<file path="src/rtl/fifo_param.sv">
// Parametrised synchronous FIFO with a registered read port, occupancy count,
// threshold flags, back-pressure (Pausa) and a sticky overflow/underflow flag.
// Flags are decoded only from the registered count and the threshold inputs,
// so push/pop never reach a flag combinationally.
module fifo_param #(
  parameter int DATA_WIDTH = 6,
  parameter int ADDR_WIDTH = 3
) (
  input  logic                  clk,
  input  logic                  reset,
  input  logic                  push,
  input  logic                  pop,
  input  logic [DATA_WIDTH-1:0] Fifo_Data_in,
  input  logic [ADDR_WIDTH:0]   Umbral_bajo,
  input  logic [ADDR_WIDTH:0]   Umbral_alto,
  input  logic                  err_clear,
  output logic [DATA_WIDTH-1:0] Fifo_Data_out,
  output logic                  Data_valid,
  output logic [ADDR_WIDTH:0]   Umbral,
  output logic                  Fifo_Empty,
  output logic                  Fifo_Full,
  output logic                  Almost_Empty,
  output logic                  Almost_Full,
  output logic                  Pausa,
  output logic                  Error_Fifo
);

  localparam int DEPTH = 2 ** ADDR_WIDTH;
  localparam logic [ADDR_WIDTH:0] DEPTH_CNT = DEPTH[ADDR_WIDTH:0];

  // Storage is deliberately not reset; after reset the pointers make it unreachable.
  logic [DATA_WIDTH-1:0] mem_r [DEPTH];

  logic [ADDR_WIDTH-1:0] wr_ptr_r;
  logic [ADDR_WIDTH-1:0] rd_ptr_r;
  logic [ADDR_WIDTH:0]   count_r;
  logic [DATA_WIDTH-1:0] data_out_r;
  logic                  valid_r;
  logic                  err_r;

  logic                  empty_s;
  logic                  full_s;
  logic                  pop_ok_s;
  logic                  push_ok_s;
  logic                  overflow_s;
  logic                  underflow_s;
  logic [ADDR_WIDTH:0]   count_nxt_s;
  logic                  err_nxt_s;

  // Status decode from the registered count only.
  assign empty_s = (count_r == {(ADDR_WIDTH+1){1'b0}});
  assign full_s  = (count_r == DEPTH_CNT);

  // Acceptance, count update and sticky-error next state.
  always_comb begin
    pop_ok_s    = pop & ~empty_s;
    // A push into a full FIFO is only legal when a pop frees the slot this edge.
    push_ok_s   = push & (~full_s | pop_ok_s);
    overflow_s  = push & full_s & ~pop_ok_s;
    underflow_s = pop & empty_s;

    count_nxt_s = count_r;
    case ({push_ok_s, pop_ok_s})
      2'b10:   count_nxt_s = count_r + (ADDR_WIDTH+1)'(1);
      2'b01:   count_nxt_s = count_r - (ADDR_WIDTH+1)'(1);
      default: count_nxt_s = count_r;
    endcase

    // A new error on the same edge as err_clear must win over the clear.
    if (overflow_s | underflow_s) begin
      err_nxt_s = 1'b1;
    end else if (err_clear) begin
      err_nxt_s = 1'b0;
    end else begin
      err_nxt_s = err_r;
    end
  end

  // Storage write on an accepted push.
  always_ff @(posedge clk) begin
    if (push_ok_s) begin
      mem_r[wr_ptr_r] <= Fifo_Data_in;
    end
  end

  // Pointer and occupancy registers; pointers wrap modulo DEPTH by width.
  always_ff @(posedge clk) begin
    if (reset) begin
      wr_ptr_r <= {ADDR_WIDTH{1'b0}};
      rd_ptr_r <= {ADDR_WIDTH{1'b0}};
      count_r  <= {(ADDR_WIDTH+1){1'b0}};
    end else begin
      if (push_ok_s) begin
        wr_ptr_r <= wr_ptr_r + ADDR_WIDTH'(1);
      end
      if (pop_ok_s) begin
        rd_ptr_r <= rd_ptr_r + ADDR_WIDTH'(1);
      end
      count_r <= count_nxt_s;
    end
  end

  // Registered read port: data holds its last value, valid strobes for one cycle.
  always_ff @(posedge clk) begin
    if (reset) begin
      data_out_r <= {DATA_WIDTH{1'b0}};
      valid_r    <= 1'b0;
    end else begin
      if (pop_ok_s) begin
        data_out_r <= mem_r[rd_ptr_r];
      end
      valid_r <= pop_ok_s;
    end
  end

  // Sticky error register.
  always_ff @(posedge clk) begin
    if (reset) begin
      err_r <= 1'b0;
    end else begin
      err_r <= err_nxt_s;
    end
  end

  assign Fifo_Data_out = data_out_r;
  assign Data_valid    = valid_r;
  assign Umbral        = count_r;
  assign Fifo_Empty    = empty_s;
  assign Fifo_Full     = full_s;
  // Umbral_bajo >= DEPTH and Umbral_alto == 0 both saturate naturally to 1.
  assign Almost_Empty  = (count_r <= Umbral_bajo);
  assign Almost_Full   = (count_r >= Umbral_alto);
  assign Pausa         = (count_r >= Umbral_alto) | full_s;
  assign Error_Fifo    = err_r;

endmodule

</file>
<file path="config.mk">
export PLATFORM = sky130hd
export DESIGN_NAME = fifo_param
export DESIGN_NICKNAME = d
export VERILOG_FILES = /design/src/rtl/fifo_param.sv
export SDC_FILE = /design/constraint.sdc
export NUM_CORES = 1
export LEC_CHECK = 0
export BUFFER_PORTS_ARGS = -buffer_cell sky130_fd_sc_hd__clkbuf_2
export CAP_MARGIN = 20
export CORE_ASPECT_RATIO = 1.5
export CORE_MARGIN = 1.5
export CORE_UTILIZATION = 57
export DETAILED_ROUTE_END_ITERATION = 10
export PLACE_DENSITY_LB_ADDON = 0.15
export SYNTH_ARGS = -nofsm -noshare
export SYNTH_HDL_FRONTEND = slang
export SYNTH_SLANG_ARGS = --single-unit
export TNS_END_PERCENT = 50
</file>
<file path="constraint.sdc">
create_clock -name clk -period 2.4 [get_ports clk]
set_input_delay 0.36 -clock clk [delete_from_list [all_inputs] [get_ports clk]]
set_output_delay 0.36 -clock clk [all_outputs]
set_load 0.01 [all_outputs]
</file>
==> impl_metrics.csv, run 1 <==
group,metric,value,unit
critical_path,cp.arrival,1.89,ns
clocking,cts_setup_buffers,0,
drt,wl_per_cell,17.30,um
timing,worst_pin_slew,0.9657,ns
timing,rsz0062_at_grt,"no",
synthesis,avgSynthCellArea,14.32,um^2
clocking,cts_sinks,66,
drt,dr.pass1.iters,4,
run,cap_violations,0,
global_route,grt_pass1_vias,1905,
pwr,power_density,1006,nW/um^2
clocking,cts_tree,"done",
pwr,ir_worst_vdd,569.2,uV
clocking,insertion_delay,0.34,ns
pwr,total_power,3.373,mW
floorplan,rows,31,
global_route,grt.total_usage,0.2292,
clocking,cts.clk_slew.worst_paths,0.07,ns
clocking,cts_buffers,9,
worst_hold_path,worst_hold_startpoint,"Fifo_Data_in[4]",
clocking,htreeDepth,3,
worst_hold_path,hp-class,"input port to register",
floorplan,die_w,61.31,um
synthesis,ys_ff_latch,66,
synthesis,yosysWarnings,0,
critical_path,cp-end-kind,"output pin",
floorplan,io_pins,36,
synthesis,netlist_instances,203,
timing,hold_viol,0,
timing,post-route-min-period,2.247,ns
layout,antenna_cells,0,
critical_path,cp-start-kind,"register",
global_route,antenna_found_initial,0,
worst_hold_path,whs_endpoint,"mem_r[4][4]",
synthesis,yosysSeqAreaShare,0.6199,
floorplan,initial_core_util,0.5947,
drt,routed_wl,5500,um
critical_path,critPathKind,"register to output pin",
critical_path,worstPathRequired,2.04,ns
placed_design,gp_congestion,0.8051,
global_route,gr-total-overflow,0,
synthesis,synth.distinct_cells,44,
layout,syn_to_final_growth,15.37,%
floorplan,die_area,5545,um^2
layout,drive_gt1_frac,0.3056,
placed_design,port_buffers,35,
worst_hold_path,hold_depth,1,
pwr,total_leakage_power,1.270,nW
outcome,outcome,"completed",
layout,nNetsFinal,277,
critical_path,r2r.worst_path.cells,8,
drt,num_vias,1804,
timing,setup_violations,0,
critical_path,path_max_fanout,13,
floorplan,die_h,90.46,um
drt,drtIter0Drc,82,
critical_path,crit-reg2reg-launch,"Umbral[2]",
critical_path,reg2reg_to,"Umbral[2]",
global_route,grt_pass1_wl,8942,um
timing,setup_tns,0,ns
drt,viasPerCell,5.673,
synthesis,syn_nets,233,
timing,fin_worst_skew,0.005707,ns
layout,fillers,358,
timing,drv_slew,0,
clocking,clock_path_buffers,2,
drt,postRouteAntennaNets,0,
placed_design,dpl.hpwl,3984,um
timing,slew_headroom,0.3548,
drt,drcViolationCount,0,
floorplan,core-area,4887,um^2
timing,post-route-period-util,0.9361,
timing,timing.fmax,0.4451,GHz
global_route,grt_max_degree,19,
clocking,cts_root_buf,"clkbuf_8",
critical_path,r2r_slack,0.33,ns
synthesis,synthesis.area,2907,um^2
[metal layers]
layer,wire (um),vias up,track usage
li1,-,869,-
met1,2161,872,0.2563
met2,2976,47,0.3821
met3,200,16,0.05014
met4,161,0,0.1322
met5,0,-,0
[flip-flops by register name, indices dropped and copies added, names as in the netlist]
name / cells
wr_ptr_r: 3
Error_Fifo: 1
Fifo_Data_out: 6
rd_ptr_r: 3
Umbral: 4
Data_valid: 1
mem_r: 48
[stage by stage]
step                hold slack, ns  utilization  instances  setup slack [ns]  instance area (um^2)
global route                0.2908       0.6861        318          0.008971                  3353
floorplan                   0.4589            -        203            0.3139                  2907
detailed placement          0.4874       0.6485        301            0.1711                  3169
global placement            0.4691       0.6485        301            0.2887                  3169
finish                      0.2877       0.6861        318            0.1533                  3353
CTS                         0.2770       0.6831        317           0.09260                  3338
[what timing repair did]
action	CTS	global route
endpoints found under the setup margin	0	2
resized for setup	0	2
hold buffers	0	0
[final cells by class]
| cell class | instances | area [um^2] | share of cell area |
|---|---|---|---|
| tap | 66 | 82.58 | 0.02463 |
| inverter | 10 | 37.54 | 0.01119 |
| timing repair buffer | 45 | 247.7 | 0.07388 |
| multi-input combinational | 115 | 1015 | 0.3026 |
| clock buffer | 9 | 123.9 | 0.03694 |
| sequential | 66 | 1802 | 0.5373 |
| clock inverter | 7 | 45.04 | 0.01343 |
[kinds of logic (layout without fill, tap and decap cells)]
group                    Yosys count  count (layout)  share of synthesized area
AO/OA/AOI/OAI                     27              27                    0.07189
AND/OR/NAND/NOR                   54              54                    0.09858
buffers and inverters             22              71                    0.03444
flip-flops                        66              66                     0.6199
adder cells (fa/ha/maj)           11              11                    0.04735
multiplexers                      16              16                     0.1068
XOR/XNOR                           7               7                    0.02109
[placed cells by master, fill, tap and decap left out, types with 2 or more instances in the layout]
cell type / synthesis / layout
nand2b_1: 4 / 4
nor2b_1: 3 / 3
clkbuf_8: 0 / 9
clkbuf_2: 2 / 35
mux2i_1: 4 / 4
nor3_1: 10 / 9
a21o_1: 2 / 2
nor4b_1: 2 / 2
xor2_1: 5 / 5
clkinvlp_4: 0 / 2
o211ai_1: 3 / 3
o21ai_0: 3 / 3
xnor2_1: 2 / 2
inv_1: 10 / 10
nand4_1: 2 / 2
mux4_2: 12 / 12
ha_1: 11 / 11
o21a_1: 2 / 2
edfxtp_1: 48 / 48
nor2_1: 20 / 20
nor3b_1: 2 / 2
nand2_1: 4 / 4
o22ai_1: 6 / 6
clkinv_1: 0 / 2
buf_4: 1 / 9
dfxtp_1: 18 / 18
[synth_stat cells, drive strengths merged]
cell type  number  area share
a211oi          2      0.0052
a21o            2      0.0052
a21oi           1      0.0017
a221o           1      0.0034
a2bb2oi         1      0.0030
a311oi          1      0.0030
a31o            1      0.0030
and4b           1      0.0034
buf             6       0.013
clkbuf          6      0.0086
dfxtp          18        0.12
edfxtp         48        0.50
ha             11       0.047
inv            10       0.013
mux2i           4       0.014
mux4           12       0.093
nand2           4      0.0052
nand2b          4      0.0086
nand3           1      0.0017
nand4           2      0.0043
nand4b          1      0.0030
nor2           20       0.026
nor2b           3      0.0065
nor3           10       0.017
nor3b           2      0.0052
nor4            1      0.0022
nor4b           2      0.0060
o211ai          3      0.0077
o21a            2      0.0052
o21ai           4       0.011
o221a           1      0.0039
o22ai           6       0.013
o311ai          1      0.0030
o41a            1      0.0039
or3             1      0.0022
or4             1      0.0026
or4b            1      0.0047
xnor2           2      0.0060
xor2            5       0.015
[worst max-delay path, stage by stage (launching register included)]
cell	delay, ns
dfxtp_1	0.31
buf_4	0.18
ha_1	0.30
nor2b_1	0.13
o21a_1	0.16
o21a_1	0.16
o21ai_0	0.14
clkbuf_2	0.16
[power breakdown]
part / internal, mW / leakage, nW / switching, mW
combinational: 0.551 / 0.606 / 0.605
sequential: 1.35 / 0.584 / 0.0861
clock: 0.370 / 0.0807 / 0.413
total: 2.27 / 1.27 / 1.10
[worst max-delay path by stage]
stage                    from  slack (ns)            to
floorplan           Umbral[3]        0.31     Umbral[2]
global placement         push        0.29     Umbral[2]
detailed placement       push        0.17     Umbral[2]
CTS                 Umbral[0]        0.09         Pausa
global route        Umbral[0]       0.009         Pausa
finish              Umbral[1]        0.15  Almost_Empty
Power figures use the tool's default switching activity.
==> run 2: changes to the inputs <==
--- a/config.mk
+++ b/config.mk
@@ -9,9 +9,10 @@
 export CAP_MARGIN = 20
 export CORE_ASPECT_RATIO = 1.5
 export CORE_MARGIN = 1.5
-export CORE_UTILIZATION = 57
+export CORE_UTILIZATION = 50
 export DETAILED_ROUTE_END_ITERATION = 10
 export PLACE_DENSITY_LB_ADDON = 0.15
+export SKIP_LAST_GASP = 1
 export SYNTH_ARGS = -nofsm -noshare
 export SYNTH_HDL_FRONTEND = slang
 export SYNTH_SLANG_ARGS = --single-unit
==> run 2 against run 1 <==
Compared with the run above: power grew 4.1%; maximum frequency down 0.26%; clock power grew 17%; sequential share of layout area fell by 0.99 points; non-clock buffer count is 5 higher; largest cell class unchanged; largest power group unchanged.
==> impl_metrics.csv, run 2 (synthesis results as in run 1) <==
group,metric,value,unit
drt,postRouteAntennaNets,0,
floorplan,die_w,65.25,um
global_route,grt_pass1_vias,1642,
timing,hold_viol,0,
worst_hold_path,hold_depth,1,
critical_path,max_stage_delay,0.31,ns
critical_path,cp-start-kind,"register",
timing,slew_headroom,0.5410,
timing,rsz0062_at_grt,"no",
critical_path,path_max_fanout,13,
clocking,cts_hold_buf,0,
global_route,grt_max_degree,19,
worst_hold_path,hp-class,"input port to register",
layout,drive_gt1_frac,0.3230,
timing,setup_violations,0,
clocking,insertion_delay,0.34,ns
drt,wl_per_cell,17.07,um
layout,final_cells,327,
layout,fillers,456,
drt,dr.pass1.iters,4,
global_route,grt.total_usage,0.1938,
clocking,cts_sinks,66,
global_route,gr-total-overflow,0,
timing,setup_tns,0,ns
critical_path,worstPathRequired,2.04,ns
critical_path,slowest_stage,"dfxtp_1",
critical_path,cp.arrival,1.89,ns
critical_path,path_common_cell,"o21a_1",
layout,regMostFlops,"mem_r",
placed_design,dpl.hpwl,3848,um
placed_design,dp_cells,310,
clocking,cts_tree,"done",
timing,worst_pin_slew,0.6876,ns
drt,routed_wl,5583,um
critical_path,r2r.worst_path.cells,8,
floorplan,initial_core_util,0.5253,
pwr,total_leakage_power,1.312,nW
placed_design,gp_congestion,0.7790,
critical_path,critical_path.top_delay_family,"compound AO/OA/AOI/OAI gates",
clocking,clock_path_buffers,2,
critical_path,path_cells,"buf_4 -> ha_1 -> nor2b_1 -> o21a_1 -> o21a_1 -> o21ai_0 -> clkbuf_2",
run,cap_violations,0,
layout,nNetsFinal,282,
layout,antenna_cells,0,
clocking,cts_root_buf,"clkbuf_8",
critical_path,crit_buf_inv,2,
floorplan,io_pins,36,
layout,largest_reg_flops,48,
global_route,antenna_found_initial,0,
pwr,power_density,1028,nW/um^2
floorplan,die_h,96.38,um
floorplan,die_area,6289,um^2
pwr,total_power,3.513,mW
floorplan,rows,33,
timing,fin_worst_skew,0.008337,ns
placed_design,port_buffers,35,
floorplan,core-area,5533,um^2
drt,drcViolationCount,0,
outcome,outcome,"completed",
drt,drtIter0Drc,73,
timing,drv_slew,0,
clocking,cts.clk_slew.worst_paths,0.07,ns
drt,num_vias,1779,
critical_path,cp-end-kind,"output pin",
layout,syn_to_final_growth,17.61,%
critical_path,crit_cells,7,
clocking,htreeDepth,3,
timing,timing.fmax,0.4439,GHz
timing,hold_ws,0.2934,ns
critical_path,critPathKind,"register to output pin",
global_route,grt_pass1_wl,8473,um
layout,layout_commonest_cell,"edfxtp_1",
pwr,ir_worst_vdd,419.8,uV
clocking,cts_buffers,9,
timing,post-route-period-util,0.9386,
layout,final_cell_mix,"edfxtp_1 (48), clkbuf_2 (36), nor2_1 (20)",
drt,viasPerCell,5.440,
timing,post-route-min-period,2.253,ns
-- run 2: cell count changes in the layout (fill, tap and decap cells not counted), sizes merged --
cell / delta
clkinv: -2
bufinv: +1
clkinvlp: -1
buf: +4
clkbuf: +3
-- run 2: power by group --
part           internal, mW  switching [mW]
clock                 0.505           0.412
sequential             1.35          0.0929
combinational         0.561           0.591
total                  2.42            1.10
-- run 2: repair_timing --
| action | CTS | global route |
|---|---|---|
| endpoints found under the setup margin | 0 | 2 |
| setup buffers | 0 | 0 |
| gates resized for setup | 0 | 2 |
-- run 2: through the flow --
step | worst slack (ns) | area, um^2 | utilization
floorplan | 0.3139 | 2907 | -
global placement | 0.2511 | 3212 | 0.5805
detailed placement | 0.2155 | 3212 | 0.5805
CTS | 0.02789 | 3407 | 0.6158
global route | 0.02961 | 3418 | 0.6178
finish | 0.1475 | 3418 | 0.6178
-- run 2: cell type report --
class	count	area [um^2]	share of cell area
clock buffers	11	141.4	0.04136
clock inverters	5	53.80	0.01574
inverters	10	37.54	0.01098
multi-input cells	115	1010	0.2954
flip-flops and latches	66	1803	0.5275
well taps	70	87.58	0.02562
repair buffers	50	285.3	0.08346
-- run 2: layer usage --
| layer | vias to the layer above | wire, um | track usage |
|---|---|---|---|
| met5 | - | 0 | 0 |
| met4 | 0 | 106 | 0.09375 |
| met3 | 10 | 195 | 0.03824 |
| met2 | 35 | 2935 | 0.3427 |
| met1 | 860 | 2346 | 0.2242 |
| li1 | 874 | - | - |
-- run 2: final timing paths --
kind	start	end	slack (ns)
setup / recovery	Umbral[1]	Almost_Empty	0.15
hold / removal	Fifo_Data_in[0]	mem_r[7][0]	0.29
setup reg to reg	Umbral[2]	Umbral[2]	0.25
hold reg to reg	Fifo_Data_out[1]	Fifo_Data_out[1]	0.50
==> run 3: changes to the inputs <==
--- a/config.mk
+++ b/config.mk
@@ -9,7 +9,7 @@
 export CAP_MARGIN = 20
 export CORE_ASPECT_RATIO = 1.5
 export CORE_MARGIN = 1.5
-export CORE_UTILIZATION = 50
+export CORE_UTILIZATION = 57
 export DETAILED_ROUTE_END_ITERATION = 10
 export PLACE_DENSITY_LB_ADDON = 0.15
 export SKIP_LAST_GASP = 1
==> run 3 against run 2 <==
Compared with the run above: sequential share of layout area is 1.1 points higher; critical path type unchanged; sequential cell count stayed put; clock-buffer cell count is 2 lower; global-route usage is 3.5 points higher; largest power group unchanged; combinational power hardly changed; final cell count is 2.8% lower; die area is 12% lower; worst hold slack worse by 0.0018 ns; highest routed layer unchanged; via count is 0.96% higher.
==> impl_metrics.csv, run 3 (synthesis results as in run 1) <==
group,metric,value,unit
timing,fin_worst_skew,0.005266,ns
critical_path,cp-start-kind,"register",
critical_path,path_common_cell,"o21a_1",
critical_path,cp-end-kind,"output pin",
layout,seq_area,1802,um^2
layout,final_cell_mix,"edfxtp_1 (48), clkbuf_2 (35), nor2_1 (20)",
timing,worst_slack,0.1568,ns
run,cap_violations,0,
layout,nNetsFinal,277,
critical_path,max_stage_delay,0.31,ns
worst_hold_path,hp-class,"input port to register",
global_route,grt_max_degree,19,
timing,slew_headroom,0.3546,
pwr,total_power,3.361,mW
timing,setup_violations,0,
critical_path,critPathKind,"register to output pin",
floorplan,io_pins,36,
layout,drive_gt1_frac,0.3016,
floorplan,die_area,5545,um^2
critical_path,r2r.worst_path.cells,8,
pwr,ir_worst_vdd,568.5,uV
critical_path,slowest_stage,"dfxtp_1",
drt,num_vias,1796,
layout,multi_input_area,1010,um^2
timing,post-route-period-util,0.9347,
clocking,cts_sinks,66,
critical_path,worstPathRequired,2.04,ns
floorplan,core-area,4887,um^2
outcome,outcome,"completed",
critical_path,crit_end,"Almost_Empty",
global_route,grt.total_usage,0.2292,
drt,dr.pass1.iters,4,
global_route,grt_pass1_vias,1905,
global_route,antenna_found_initial,0,
clocking,cts_tree,"done",
drt,wl_per_cell,17.20,um
critical_path,path_cells,"buf_4 -> ha_1 -> nor2b_1 -> o21a_1 -> o21a_1 -> o21ai_0 -> clkbuf_2",
pwr,total_leakage_power,1.269,nW
timing,post-route-min-period,2.243,ns
pwr,power_density,1004,nW/um^2
floorplan,die_h,90.46,um
critical_path,cp.arrival,1.88,ns
layout,regMostFlops,"mem_r",
critical_path,crit_cells,7,
drt,postRouteAntennaNets,0,
timing,timing.fmax,0.4458,GHz
critical_path,reg2reg_to,"Umbral[2]",
critical_path,startpoint,"Umbral[1]",
clocking,cts_root_buf,"clkbuf_8",
timing,worst_pin_slew,0.9660,ns
layout,fin_util,0.6851,
drt,viasPerCell,5.648,
drt,drtIter0Drc,159,
timing,hold_ws,0.2916,ns
layout,syn_to_final_growth,15.20,%
placed_design,port_buffers,35,
clocking,htreeDepth,3,
placed_design,pre_cts_slack,0.1711,ns
clocking,clock_path_buffers,2,
placed_design,gp_congestion,0.8051,
timing,hold_viol,0,
critical_path,critical_path.top_delay_family,"compound AO/OA/AOI/OAI gates",
clocking,insertion_delay,0.34,ns
critical_path,r2r_slack,0.21,ns
clocking,cts_buffers,9,
layout,antenna_cells,0,
layout,fillers,359,
layout,largest_reg_flops,48,
floorplan,die_w,61.31,um
global_route,gr-total-overflow,0,
timing,rsz0062_at_grt,"yes",
critical_path,crit-reg2reg-launch,"Umbral[2]",
global_route,grt_pass1_wl,8942,um
floorplan,initial_core_util,0.5947,
critical_path,path_max_fanout,13,
clocking,cts.clk_slew.worst_paths,0.07,ns
layout,layout_commonest_cell,"edfxtp_1",
drt,routed_wl,5469,um
placed_design,dpl.hpwl,3984,um
floorplan,rows,31,
drt,drcViolationCount,0,
critical_path,crit_buf_inv,2,
timing,drv_slew,0,
run 3: cell count changes in the layout (fill, tap and decap cells not counted), sizes merged:
cell	before	now
buf	14	10
clkinv	2	4
bufinv	1	0
clkbuf	47	44
clkinvlp	1	2
run 3: report_power, final:
group | leakage, nW | total [mW] | internal, mW | switching [mW]
clock network | 0.0807 | 0.778 | 0.369 | 0.409
registers | 0.584 | 1.43 | 1.35 | 0.0841
logic | 0.604 | 1.15 | 0.547 | 0.603
run 3: worst min-delay path by stage:
stage,endpoint,depth (start not counted),from,slack (ns)
finish,mem_r[4][4],1,Fifo_Data_in[4],0.29
global route,mem_r[6][5],1,Fifo_Data_in[5],0.29
CTS,mem_r[4][4],1,Fifo_Data_in[4],0.28
detailed placement,Error_Fifo,2,Error_Fifo,0.49
global placement,Error_Fifo,2,Error_Fifo,0.47
floorplan,mem_r[0][0],0,Fifo_Data_in[0],0.46
run 3: timing repair:
action                     4_1_cts  5_1_grt
setup endpoints to repair        0        2
gates resized for setup          0        1
hold buffers                     0        0
setup buffers                    0        0
run 3: final cells by class:
cell class,count,share of cell area
repair buffers,45,0.07399
flip-flops and latches,66,0.5381
clock inverters,7,0.01345
well taps,66,0.02466
inverters,10,0.01121
multi-input cells,115,0.3016
clock buffers,9,0.03700
run 3: per-layer routing:
layer	track usage	share of wire	vias up
met2	0.3821	0.54	52
met1	0.2563	0.39	859
met3	0.05014	0.039	15
met4	0.1322	0.027	0
met5	0	0	-
li1	-	-	870
run 3: stage by stage:
stage / instances / area, um^2 / setup TNS (ns)
3_3_place_gp: 301 / 3169 / 0
4_1_cts: 317 / 3338 / 0
2_1_floorplan: 203 / 2907 / 0
5_1_grt: 318 / 3348 / -0.001230
6_report: 318 / 3348 / 0
3_5_place_dp: 301 / 3169 / 0
